===== src/rtl/reg_alu_sequencer.sv =====
// Instruction sequencer and 8-bit ALU driving the single-port 16x8 register unit.
// Each instruction reads up to two sources, computes, writes back and reports flags.
module reg_alu_sequencer #(
  parameter int DATA_W  = 8,
  parameter int ADDR_W  = 4,
  parameter int INSTR_W = 16
) (
  input  logic               clock,
  input  logic               reset,
  input  logic               instr_valid,
  output logic               instr_ready,
  input  logic [INSTR_W-1:0] instr,
  output logic               rf_load,
  output logic [ADDR_W-1:0]  rf_addr,
  output logic [DATA_W-1:0]  rf_wdata,
  input  logic [DATA_W-1:0]  rf_rdata,
  output logic [DATA_W-1:0]  result,
  output logic               zero_flag,
  output logic               carry_flag,
  output logic               done,
  output logic               illegal
);

  localparam logic [3:0] OP_ADD = 4'd1;
  localparam logic [3:0] OP_SUB = 4'd2;
  localparam logic [3:0] OP_AND = 4'd3;
  localparam logic [3:0] OP_OR  = 4'd4;
  localparam logic [3:0] OP_XOR = 4'd5;
  localparam logic [3:0] OP_NOT = 4'd6;
  localparam logic [3:0] OP_SHL = 4'd7;
  localparam logic [3:0] OP_SHR = 4'd8;
  localparam logic [3:0] OP_LDI = 4'd9;
  localparam logic [3:0] OP_MOV = 4'd10;

  typedef enum logic [2:0] {IDLE, RD_A, RD_B, EXEC, WB} state_t;

  state_t             state;
  logic [INSTR_W-1:0] instr_q;
  logic [DATA_W-1:0]  op_a;
  logic [DATA_W:0]    alu_wide;
  logic [3:0]         new_op;
  logic [3:0]         op_q;
  logic [ADDR_W-1:0]  rd_q;
  logic [ADDR_W-1:0]  rs_q;
  logic [ADDR_W-1:0]  rt_q;
  logic               new_is_alu;

  assign new_op = instr[15:12];
  assign op_q   = instr_q[15:12];
  assign rd_q   = instr_q[8 +: ADDR_W];
  assign rs_q   = instr_q[4 +: ADDR_W];
  assign rt_q   = instr_q[0 +: ADDR_W];

  assign new_is_alu  = ((new_op >= OP_ADD) && (new_op <= OP_SHR)) || (new_op == OP_MOV);
  assign instr_ready = (state == IDLE) && !reset;

  // Bit DATA_W of the wide result is the carry, borrow or shifted-out bit.
  always_comb begin
    alu_wide = '0;
    case (op_q)
      OP_ADD:  alu_wide = {1'b0, op_a} + {1'b0, rf_rdata};
      OP_SUB:  alu_wide = {1'b0, op_a} - {1'b0, rf_rdata};
      OP_AND:  alu_wide = {1'b0, op_a & rf_rdata};
      OP_OR:   alu_wide = {1'b0, op_a | rf_rdata};
      OP_XOR:  alu_wide = {1'b0, op_a ^ rf_rdata};
      OP_NOT:  alu_wide = {1'b0, ~op_a};
      OP_SHL:  alu_wide = {op_a, 1'b0};
      OP_SHR:  alu_wide = {op_a[0], 1'b0, op_a[DATA_W-1:1]};
      OP_MOV:  alu_wide = {1'b0, op_a};
      default: alu_wide = '0;
    endcase
  end

  always_ff @(posedge clock or posedge reset) begin
    if (reset) begin
      state      <= IDLE;
      instr_q    <= '0;
      op_a       <= '0;
      result     <= '0;
      zero_flag  <= 1'b0;
      carry_flag <= 1'b0;
      done       <= 1'b0;
      illegal    <= 1'b0;
    end else begin
      done    <= 1'b0;
      illegal <= 1'b0;
      case (state)
        IDLE: begin
          if (instr_valid) begin
            instr_q <= instr;
            if (new_is_alu) begin
              state <= RD_A;
            end else if (new_op == OP_LDI) begin
              result     <= instr[DATA_W-1:0];
              zero_flag  <= (instr[DATA_W-1:0] == '0);
              carry_flag <= 1'b0;
              state      <= WB;
            end else begin
              done    <= 1'b1;
              illegal <= (new_op > OP_MOV);
            end
          end
        end
        RD_A: state <= RD_B;
        RD_B: begin
          op_a  <= rf_rdata;
          state <= EXEC;
        end
        EXEC: begin
          result     <= alu_wide[DATA_W-1:0];
          zero_flag  <= (alu_wide[DATA_W-1:0] == '0);
          carry_flag <= alu_wide[DATA_W];
          state      <= WB;
        end
        WB: begin
          done  <= 1'b1;
          state <= IDLE;
        end
        default: state <= IDLE;
      endcase
    end
  end

  // Port drive is decoded from state so reset drops rf_load without waiting for a clock.
  always_comb begin
    rf_load  = 1'b0;
    rf_addr  = '0;
    rf_wdata = '0;
    case (state)
      RD_A: rf_addr = rs_q;
      RD_B: rf_addr = rt_q;
      WB: begin
        rf_load  = 1'b1;
        rf_addr  = rd_q;
        rf_wdata = result;
      end
      default: begin
        rf_load  = 1'b0;
        rf_addr  = '0;
        rf_wdata = '0;
      end
    endcase
  end

endmodule


===== config.mk =====
export PLATFORM = sky130hd
export DESIGN_NAME = reg_alu_sequencer
export DESIGN_NICKNAME = d
export VERILOG_FILES = /design/src/rtl/reg_alu_sequencer.sv
export SDC_FILE = /design/constraint.sdc
export NUM_CORES = 1
export LEC_CHECK = 0
export ABC_AREA = 1
export ABC_CLOCK_PERIOD_IN_PS = 4300
export CORE_MARGIN = 2
export CORE_UTILIZATION = 58
export CTS_BUF_LIST = sky130_fd_sc_hd__clkbuf_4 sky130_fd_sc_hd__clkbuf_8 sky130_fd_sc_hd__clkbuf_16
export DETAILED_ROUTE_END_ITERATION = 8
export HOLD_SLACK_MARGIN = 0.03
export PLACE_DENSITY = 0.95
export SYNTH_ARGS = -nofsm -noshare
export SYNTH_HDL_FRONTEND = slang
export SYNTH_SLANG_ARGS = --single-unit

===== constraint.sdc =====
create_clock -name clock -period 4.3 [get_ports clock]
set_clock_uncertainty 0.05 [all_clocks]
set_input_delay 1.075 -clock clock [delete_from_list [all_inputs] [get_ports clock]]
set_output_delay 1.075 -clock clock [all_outputs]
set_load 0.02 [all_outputs]

==> impl_metrics.tcl <==
set metrics [dict create \
    p_total_mw 2.78 \
    fin_crit_sh_pct 91.3 \
    required_ns 4.49 \
    maxCapViolCount 0 \
    avgSynthCellArea_um2 6.74 \
    vias 3434 \
    diodes 0 \
    report.final.slew_viol_count 0 \
    postRouteAntennaNets 0 \
    grt_pass1_vias 3240 \
    fin_nets 571 \
    dieWidth_um 77.6 \
    yosys.area_share.simple_pct 33.8 \
    rsz0062_at_grt "no" \
    syn_inst 466 \
    timing.setup.tns_ns 0 \
    numCtsBuffers 5 \
    yosysUniqueCellTypes 36 \
    synth-xor-area-share_pct 1.67 \
    clkSlewWorstSetupHoldPaths_ns 0.08 \
    routed_wl_um 9050 \
    die_h_um 77.6 \
    clock_path_buffers 2 \
    post_drt_wl_per_cell_um 15.4 \
    syn-cell-area_um2 3140 \
    asyncSetResetFlopFracSynth_pct 100 \
    synth-edff-count 0 \
    power.leakage_nw 1.95 \
    path_class "primary input to flip-flop" \
    die_area_um2 6020 \
    rr_startpoint "instr_q[14]" \
    grt_max_degree 31 \
    h-tree-depth 2 \
    io_buffer_count 52 \
    slew_headroom_pct 43.0 \
    status "finished clean" \
    insertion_delay_ns 0.30 \
    worst_slack_ns 0.374 \
    yosysSeqAreaShare_pct 31.1 \
    synth-adder-area-share_pct 10.6 \
    cp-end-kind "flip-flop" \
    critPathMaxFanout 6 \
    setup_viol 0 \
    io_pins 53 \
    cts_resized 0 \
    drt-initial-drc-count 363 \
    syn-num-nets 519 \
    drc 0 \
    core_area_um2 5170 \
    synth_compound_area_share_pct 11.5 \
    drive_above_1_share_pct 5.97 \
    cts_tree "yes" \
    firstDrtPassIters 5 \
    area_delta_synth_final_pct 21.5 \
    post-place-ws_ns 0.271 \
    initial_utilization_pct 60.7 \
    tightest_slew_ns 0.853 \
    startpoint "rf_rdata[0]" \
    num_rows 26 \
    track_usage_pct 30.6 \
    finalCriticalPeriod_ns 3.93 \
    cts.sinks 39 \
    grt_pass1_wl_um 14700 \
    synth_top_family_by_area "simple AND/OR/NAND/NOR gates" \
    power_density_nw_per_um2 728 \
    cp.arrival_ns 4.11 \
    hold_path.class "flip-flop to flip-flop" \
    overflow 0 \
    cp-endpoint "zero_flag" \
    reg2regPathDepth 15 \
    timing.rr.end "zero_flag" \
    post_cts_buffers 0 \
    ys.warnings.count 0 \
    ir_drop_mv 0.489 \
    gp_congestion 1.04 \
    max_freq_mhz 255 \
    ys_seq_elements 39 \
    synth_ff_type "dfrtp_1" \
    finalHoldViolCount 0 \
    worst_hold_slack_ns 0.454 \
    hold_buffers 0 \
    antenna_found_initial 0 \
    synthMuxAreaShare_pct 1.08 \
    ff2ff_setup_slack_ns 1.18 \
    cts_root_buf "clkbuf_8" \
    place_hpwl_um 6680 \
    start_kind "primary input" \
    vias_per_cell 5.83 \
]
-- where the power goes --
| part | switching, mW | total, mW | internal (mW) |
|---|---|---|---|
| combinational | 1.15 | 1.79 | 0.639 |
| sequential | 0.176 | 0.717 | 0.541 |
| clock | 0.153 | 0.270 | 0.116 |
| total | 1.48 | 2.78 | 1.30 |
-- how the worst min path moves through the flow --
stage | from | end | slack [ns] | cells after the start
6_report | instr_q[1] | instr_q[1] | 0.45 | 2
5_1_grt | instr_q[10] | instr_q[10] | 0.48 | 1
4_1_cts | instr_q[1] | instr_q[1] | 0.45 | 2
3_5_place_dp | instr_q[4] | instr_q[4] | 0.43 | 2
3_3_place_gp | instr_q[1] | instr_q[1] | 0.42 | 2
2_1_floorplan | instr_q[0] | instr_q[0] | 0.40 | 2
-- flip-flops by register name, summed over array words and instances, names as in the netlist --
name / cells
done: 1
op_a: 8
zero_flag: 1
carry_flag: 1
result: 8
illegal: 1
instr_q: 16
state: 3
-- stage by stage --
step / std cells / instance area, um^2 / util, %
5_1_grt: 589 / 3820 / 73.8
4_1_cts: 589 / 3820 / 73.8
3_5_place_dp: 581 / 3720 / 72.0
6_report: 589 / 3820 / 73.8
2_1_floorplan: 466 / 3140 / -
3_3_place_gp: 581 / 3720 / 72.0
-- synth_stat cells (2+ instances only) --
library cell / number / area, um^2
nor2_2: 4 / 25.0
or2_2: 3 / 18.8
nor3_1: 9 / 45.0
xor2_1: 6 / 52.6
o22ai_1: 4 / 25.0
a21oi_1: 11 / 55.1
mux2_2: 3 / 33.8
clkbuf_1: 5 / 18.8
nand2_1: 125 / 469
nand3b_1: 3 / 22.5
dfrtp_1: 39 / 976
nand2_2: 2 / 12.5
nand3_1: 30 / 150
ha_1: 25 / 313
o21ai_0: 36 / 180
buf_2: 3 / 15.0
inv_2: 3 / 11.3
inv_1: 71 / 267
o211ai_1: 6 / 45.0
nand3_2: 2 / 20.0
nand4_1: 9 / 56.3
nor2_1: 52 / 195
o21ai_1: 2 / 10.0
-- per-layer routing --
metal  part of all wire [%]  vias up  GRT usage [%]
met5                      0        -              0
met4                    3.5        0           12.5
met3                    8.3       45           4.77
met2                     48      209           52.0
met1                     40     1582           38.7
li1                       -     1598              -
-- cells in the final DEF, fill, tap and decap left out, types with 2 or more instances in the layout --
master	synthesis	routed
a21oi_1	11	11
buf_4	0	2
clkbuf_8	0	5
clkdlybuf4s50_1	0	52
clkinvlp_4	0	2
dfrtp_1	39	39
ha_1	25	25
inv_1	71	71
inv_2	3	3
mux2_2	3	3
nand2_1	125	125
nand2_2	2	2
nand3_1	30	30
nand3_2	2	2
nand3b_1	3	3
nand4_1	9	9
nor2_1	52	52
nor2_2	4	4
nor3_1	9	8
o211ai_1	6	6
o21ai_0	36	36
o21ai_1	2	2
o22ai_1	4	4
or2_2	3	3
xor2_1	6	6
-- worst max-delay path, cell delays in order --
cell and delay, ns:
clkdlybuf4s50_1 0.50, inv_1 0.14, ha_1 0.16, inv_1 0.05, nor3_1 0.25, nand3_1 0.16
nand2_1 0.10, xor2_1 0.15, inv_1 0.05, ha_1 0.34, a21oi_1 0.16, a21boi_0 0.30
nand3b_1 0.15, nand3_1 0.13, nand2_1 0.07, inv_1 0.09, nand3_2 0.09, a21oi_2 0.12
-- kinds of logic (layout without fill, tap and decap cells) --
| group | count (synthesis) | in the layout |
|---|---|---|
| AO/OA/AOI/OAI | 65 | 65 |
| XOR/XNOR | 6 | 6 |
| adder cells (fa/ha/maj) | 26 | 26 |
| buffers and inverters | 83 | 136 |
| flip-flops | 39 | 39 |
| multiplexers | 3 | 3 |
| AND/OR/NAND/NOR | 244 | 244 |
-- final cells by class --
type / instances / area [um^2]
Multi-Input combinational cell: 344 / 1850
Inverter: 74 / 278
Fill cell: 406 / 1360
Tap cell: 70 / 87.6
Timing Repair Buffer: 54 / 536
Clock buffer: 5 / 68.8
Clock inverter: 3 / 23.8
Sequential cell: 39 / 976
(Power assumes the default switching activity.)
